`src/rtl/mpc_tx_pkg.sv`:
```
// Shared constants for the MPC transmit sequencer: FSM state codes, idle bus pattern,
// blanking counter width and the saturating event counter helper.
package mpc_tx_pkg;

    localparam logic [1:0] ST_BLANK = 2'd0;
    localparam logic [1:0] ST_IDLE  = 2'd1;
    localparam logic [1:0] ST_F0    = 2'd2;
    localparam logic [1:0] ST_F1    = 2'd3;

    localparam int MPC_MXFRAME = 16;
    localparam logic [MPC_MXFRAME-1:0] MPC_IDLE_HALF = '1;

    localparam int BLANK_CNT_W = 8;

    function automatic logic [15:0] sat_inc16(input logic [15:0] v);
        return (v == 16'hFFFF) ? v : v + 16'd1;
    endfunction

endpackage

```
`src/rtl/mpc_tx_fifo.sv`:
```
// Synchronous first-word-fall-through FIFO holding {frame1, frame0} LCT events.
// Writes when full and reads when empty are ignored; flush empties the buffer.
module mpc_tx_fifo #(
    parameter int WIDTH = 64,
    parameter int DEPTH = 4
) (
    input  logic             clock,
    input  logic             global_reset,
    input  logic             flush,
    input  logic             wr,
    input  logic [WIDTH-1:0] wr_data,
    input  logic             rd,
    output logic [WIDTH-1:0] rd_data,
    output logic             full,
    output logic             empty
);

    localparam int AW = $clog2(DEPTH);

    logic [WIDTH-1:0] mem [DEPTH];
    logic [AW:0]      wr_ptr;
    logic [AW:0]      rd_ptr;
    logic             do_wr;
    logic             do_rd;

    // Extra pointer bit distinguishes full from empty when the address bits match.
    assign full    = (wr_ptr[AW] != rd_ptr[AW]) && (wr_ptr[AW-1:0] == rd_ptr[AW-1:0]);
    assign empty   = (wr_ptr == rd_ptr);
    assign do_wr   = wr && !full;
    assign do_rd   = rd && !empty;
    assign rd_data = mem[rd_ptr[AW-1:0]];

    always_ff @(posedge clock or posedge global_reset) begin
        if (global_reset) begin
            wr_ptr <= '0;
            rd_ptr <= '0;
        end else if (flush) begin
            wr_ptr <= '0;
            rd_ptr <= '0;
        end else begin
            if (do_wr) wr_ptr <= wr_ptr + 1'b1;
            if (do_rd) rd_ptr <= rd_ptr + 1'b1;
        end
    end

    always_ff @(posedge clock) begin
        if (do_wr) mem[wr_ptr[AW-1:0]] <= wr_data;
    end

endmodule

```
`src/rtl/mpc_tx_sequencer.sv`:
```
// Schedules buffered or injected LCT events onto the MPC DDR output mux, one frame per bx,
// and holds the active-low MPC bus blanked after reset or resync.
module mpc_tx_sequencer
    import mpc_tx_pkg::*;
#(
    parameter int MXFRAME   = 16,
    parameter int FIFODEPTH = 4,
    parameter int BLANK_BX  = 16
) (
    input  logic                 clock,
    input  logic                 global_reset,
    input  logic                 ttc_resync,
    input  logic                 tx_enable,
    input  logic                 lct_vld,
    output logic                 lct_rdy,
    input  logic [2*MXFRAME-1:0] lct_frame0,
    input  logic [2*MXFRAME-1:0] lct_frame1,
    input  logic                 inj_start,
    input  logic [7:0]           inj_nevents,
    input  logic [2*MXFRAME-1:0] inj_frame0,
    input  logic [2*MXFRAME-1:0] inj_frame1,
    output logic [MXFRAME-1:0]   mux_din1st,
    output logic [MXFRAME-1:0]   mux_din2nd,
    output logic                 mux_ce,
    output logic                 mux_set,
    output logic                 busy,
    output logic [15:0]          events_sent
);

    localparam int FW = 2 * MXFRAME;
    localparam logic [MXFRAME-1:0] IDLE_HALF =
        MXFRAME'({((MXFRAME + MPC_MXFRAME - 1) / MPC_MXFRAME){MPC_IDLE_HALF}});
    localparam logic [BLANK_CNT_W-1:0] BLANK_LAST = BLANK_CNT_W'(BLANK_BX - 1);

    logic [1:0]             state;
    logic [BLANK_CNT_W-1:0] blank_cnt;
    logic [7:0]             inj_cnt;
    logic [FW-1:0]          cur_f1;

    logic                   fifo_wr;
    logic                   fifo_rd;
    logic                   fifo_full;
    logic                   fifo_empty;
    logic [2*FW-1:0]        fifo_rd_data;

    logic                   inj_avail;
    logic                   launch;
    logic [FW-1:0]          next_f0;
    logic [FW-1:0]          next_f1;

    mpc_tx_fifo #(
        .WIDTH (2 * FW),
        .DEPTH (FIFODEPTH)
    ) u_fifo (
        .clock        (clock),
        .global_reset (global_reset),
        .flush        (ttc_resync),
        .wr           (fifo_wr),
        .wr_data      ({lct_frame1, lct_frame0}),
        .rd           (fifo_rd),
        .rd_data      (fifo_rd_data),
        .full         (fifo_full),
        .empty        (fifo_empty)
    );

    assign lct_rdy = (state != ST_BLANK) && !fifo_full;
    assign busy    = (state == ST_F0) || (state == ST_F1) || (inj_cnt != 8'd0);

    // Injection wins over the buffer; a pop only happens when a buffered event launches.
    always_comb begin
        inj_avail = (inj_cnt != 8'd0);
        launch    = tx_enable && (inj_avail || !fifo_empty) &&
                    ((state == ST_IDLE) || (state == ST_F1));
        fifo_rd   = launch && !inj_avail && !ttc_resync;
        fifo_wr   = lct_vld && lct_rdy && !ttc_resync;
        next_f0   = inj_avail ? inj_frame0 : fifo_rd_data[FW-1:0];
        next_f1   = inj_avail ? inj_frame1 : fifo_rd_data[2*FW-1:FW];
    end

    always_ff @(posedge clock or posedge global_reset) begin
        if (global_reset) begin
            state       <= ST_BLANK;
            blank_cnt   <= '0;
            inj_cnt     <= '0;
            cur_f1      <= '1;
            mux_set     <= 1'b1;
            mux_ce      <= 1'b0;
            mux_din1st  <= IDLE_HALF;
            mux_din2nd  <= IDLE_HALF;
            events_sent <= '0;
        end else if (ttc_resync) begin
            state      <= ST_BLANK;
            blank_cnt  <= '0;
            inj_cnt    <= '0;
            mux_set    <= 1'b1;
            mux_ce     <= 1'b0;
            mux_din1st <= IDLE_HALF;
            mux_din2nd <= IDLE_HALF;
        end else begin
            case (state)
                ST_BLANK: begin
                    if (blank_cnt == BLANK_LAST) begin
                        state   <= ST_IDLE;
                        mux_set <= 1'b0;
                        mux_ce  <= 1'b1;
                    end else begin
                        blank_cnt <= blank_cnt + 1'b1;
                    end
                end
                ST_IDLE, ST_F1: begin
                    if (launch) begin
                        state      <= ST_F0;
                        mux_din1st <= next_f0[MXFRAME-1:0];
                        mux_din2nd <= next_f0[FW-1:MXFRAME];
                        cur_f1     <= next_f1;
                        if (inj_avail) inj_cnt <= inj_cnt - 1'b1;
                    end else begin
                        state      <= ST_IDLE;
                        mux_din1st <= IDLE_HALF;
                        mux_din2nd <= IDLE_HALF;
                    end
                    // A fresh burst request in IDLE replaces any residual count.
                    if ((state == ST_IDLE) && inj_start && (inj_nevents != 8'd0))
                        inj_cnt <= inj_nevents;
                end
                default: begin
                    state       <= ST_F1;
                    mux_din1st  <= cur_f1[MXFRAME-1:0];
                    mux_din2nd  <= cur_f1[FW-1:MXFRAME];
                    events_sent <= sat_inc16(events_sent);
                end
            endcase
        end
    end

endmodule

```
`config.mk`:
```
export PLATFORM = sky130hd
export DESIGN_NAME = mpc_tx_sequencer
export DESIGN_NICKNAME = d
export VERILOG_FILES = /design/src/rtl/mpc_tx_pkg.sv /design/src/rtl/mpc_tx_fifo.sv /design/src/rtl/mpc_tx_sequencer.sv
export SDC_FILE = /design/constraint.sdc
export NUM_CORES = 1
export LEC_CHECK = 0
export ABC_CLOCK_PERIOD_IN_PS = 10030
export CAP_MARGIN = 40
export CORE_ASPECT_RATIO = 0.5
export CORE_MARGIN = 2
export CORE_UTILIZATION = 50
export DETAILED_ROUTE_END_ITERATION = 10
export DONT_BUFFER_PORTS = 1
export PLACE_DENSITY = 0.63
export SYNTH_ARGS = -nofsm -noshare
export SYNTH_HDL_FRONTEND = slang
export SYNTH_SLANG_ARGS = --single-unit
```
`constraint.sdc`:
```
create_clock -name clock -period 10.03 [get_ports clock]
set_input_delay 2.006 -clock clock [delete_from_list [all_inputs] [get_ports clock]]
set_output_delay 2.006 -clock clock [all_outputs]
set_load 0.05 [all_outputs]
```
==> results by group <==
Worst hold path
  • Min-delay src: blank_cnt[7]
  • Worst min-delay path endpoint: blank_cnt[7]
  • WHS Path Cells: 2
  • Hold Path Class: reg2reg

CTS
  • Root Buffer: clkbuf_16
  • Max H-tree Level: 1
  • CTS buffer count: 31
  • CTS-repair resized insts: 0
  • CTS tree: yes
  • Worst skew pair latency: 0.58 ns
  • Reg clk slew, reported paths: 0.07 ns
  • CTS sink cnt: 362
  • Max clock buf depth: 3
  • Setup bufs post-CTS: 0
  • Count of hold-fix buffers inserted at cts: 0

Synthesis
  • Synth Area in Adders: 0.662%
  • Cell taking the most area after synthesis: edfxtp_1
  • Seq/Total Area, Yosys: 68.9%
  • Simple-Gate Fraction of Synth Area: 5.69%
  • Synth warn: 0
  • Largest family of logic cells by synthesized area: multiplexers
  • Async SR Flop Fraction: 29.3%
  • Top cells by area, synth: edfxtp_1, dfstp_2, mux4_2
  • Yosys reg bits: 362
  • Syn avg cell area: 16.7 um^2
  • Syn Inst Count: 907
  • Syn Nets: 1,057
  • Top_reg_cell synth: edfxtp_1
  • Top cell type's share of synthesized area: 50.8%
  • Post-synth cell types: 58
  • Post-synth EDFFs: 256
  • Post-synthesis xor/xnor area fraction: 1.45%
  • Post-Syn Area: 15,100 um^2
  • Post-synthesis compound-gate area fraction: 6.07%
  • Multiplexer share of the synthesized area: 15.0%

Critical path
  • Critical-path cell list: inv_1 > ha_1 > nor4b_4 > and2_4 > nand2b_1
  • Endpoint type of the worst setup path: primary output
  • Critical path class: reg2out
  • Startpoint type of the worst setup path: flip-flop
  • CP peak stage delay: 0.51 ns
  • Worst R2R Path Depth: 5
  • Critical path arrival: 2.62 ns
  • WP data required: 8.02 ns
  • Worst R2R Start: u_fifo.rd_ptr[0]
  • R2r setup slk: 6.87 ns
  • CP Max Fanout: 24
  • R2r endpoint: u_fifo.mem[0][58]
  • Crit-path slowest cell: and2_4

Timing
  • Final min period: 4.63 ns
  • Slew @ Worst Pin: 0.914 ns
  • Clock skew: 0.0113 ns
  • Final Max Slew Viols: 0
  • Fmax: 216 MHz
  • Setup WS post-layout: 5.40 ns
  • Final setup vio count: 0
  • Period utilisation layout: 46.1%
  • Final Hold Vio Count: 0
  • Unrepaired setup endpoints after global routing: false
  • Setup TNS: 0 ns
  • Slew headroom: 38.1%
  • Worst hold slack: 0.563 ns

Power and ir drop
  • Pwr Total: 2.92 mW
  • Power Dens Cells: 176 nW/um^2
  • Pleak: 5.71 nW
  • VDD IR max: 0.133 mV

Floorplan
  • Initial Util: 51.5%
  • Die area: 31,800 um^2
  • Row cnt: 44
  • Width of the die: 250 um
  • Core ar.: 29,400 um^2
  • Die Span Y: 127 um
  • Io pins: 194

Layout
  • Commonest non-fill, non-tap cell in the layout: edfxtp_1
  • Layout cells sized above 1: 30.6%
  • Reg area: 10,400 um^2
  • Synthesis-to-finish area growth: 9.92%
  • Final nets: 1,055
  • Fill cell count: 2,308
  • Most frequent cells in the layout: edfxtp_1, nand2_1, mux2_2, dfstp_2, mux4_2
  • Multi-input logic area: 4400 um^2

Routing
  • Post-DRT Antenna Nets: 0
  • Avg WL per Cell: 24.9 um
  • Pre-antenna DRT Iters: 5
  • Detailed-route via count: 7,968
  • First DRT Iteration DRCs: 558
  • DRC viols: 0
  • Routed wire length: 33,000 um
  • Vias per cell: 6.02

Global routing
  • First-pass GRT wire length: 50,900 um
  • Largest net degree at the start of global routing: 65
  • GR Util All Layers: 21.2%
  • Initial antenna violation count: 3
  • Grt total ovfl: 0
  • Vias in the first global route: 8,465

Outcome
  • Status: finished clean

Placement
  • IO buf count: 0
  • Post-DP HPWL: 21,400 um
  • Pre-CTS setup slack: 5.99 ns
  • Routability cong.: 0.787

Run
  • Maxcap violations: 0
-- Yosys cell counts, types with 4 or more instances --
cell	n
buf_1	4
xor2_1	6
a221oi_1	15
mux2_1	4
mux2i_1	5
mux2_2	65
dfrtp_1	41
dfstp_2	65
a21o_1	17
a211oi_1	22
mux4_2	64
and2_1	4
buf_2	15
edfxtp_1	256
nor3_1	4
nand2_1	90
o211ai_1	4
buf_6	6
inv_1	12
nand3_1	8
a31oi_1	32
nand4_1	9
nor2_1	26
clkbuf_1	23
o21ai_0	4
a21oi_1	25
xnor2_1	19
and3_1	6
ha_1	8
-- metal layers --
| metal | share of wire, % | GRT usage, % |
|---|---|---|
| met1 | 42 | 27.8 |
| met2 | 49 | 35.4 |
| met3 | 6.5 | 5.62 |
| met4 | 2.9 | 6.20 |
| met5 | 0.036 | 0 |
-- sequential cells by signal, indices dropped and copies added, names as in the netlist --
name and count:
u_fifo.wr_ptr 3, cur_f1 32, u_fifo.rd_ptr 3, inj_cnt 8
u_fifo.mem 256, mux_ce 1, state 2, mux_din1st 16
mux_set 1, events_sent 16, mux_din2nd 16, blank_cnt 8
-- worst max-delay path by stage --
stage	from	end	slack (ns)	cells past startpoint
3_3_place_gp	tx_enable	cur_f1[16]	5.85	4
5_1_grt	inj_cnt[0]	busy	5.23	5
6_report	inj_cnt[0]	busy	5.40	5
3_5_place_dp	inj_cnt[0]	busy	5.99	5
2_1_floorplan	ttc_resync	u_fifo.mem[3][0]	2.70	3
4_1_cts	inj_cnt[0]	busy	5.36	5
-- cell type report --
class / count / share of cell area, %
clock buffer: 38 / 5.00
multi-input combinational: 480 / 26.5
inverter: 12 / 0.286
antenna: 2 / 0.0301
timing repair buffer: 18 / 1.38
tap: 391 / 2.94
sequential: 362 / 62.7
clock inverter: 20 / 1.17
-- critical path, delay by kind of cell, from the launching register on --
kind / cells / cell delay [ns]
AND/OR/NAND/NOR: 3 / 1.37
buffers and inverters: 1 / 0.07
flip-flops: 1 / 0.41
adder cells (fa/ha/maj): 1 / 0.19
-- metrics by stage --
| stage | std cells | area (um^2) | util, % |
|---|---|---|---|
| 2_1_floorplan | 907 | 15100 | - |
| 3_3_place_gp | 1256 | 15400 | 52.6 |
| 3_5_place_dp | 1263 | 15600 | 53.1 |
| 4_1_cts | 1321 | 16600 | 56.6 |
| 5_1_grt | 1323 | 16600 | 56.6 |
| 6_report | 1323 | 16600 | 56.6 |
-- power by group --
part	leakage, nW	total, mW	switching (mW)	internal [mW]
sequential	3.54	1.67	0.0341	1.63
combinational	1.66	0.0369	0.0204	0.0165
clock	0.507	1.22	0.547	0.671
-- kinds of logic after synthesis --
logic type	after synthesis
DFF	362
and+or+nand+nor	177
muxes	138
AOI/OAI and AO/OA	132
buffers and inverters	65
xor gates and xnor gates	25
adders and majority gates	8
Power figures use the tool's default switching activity.
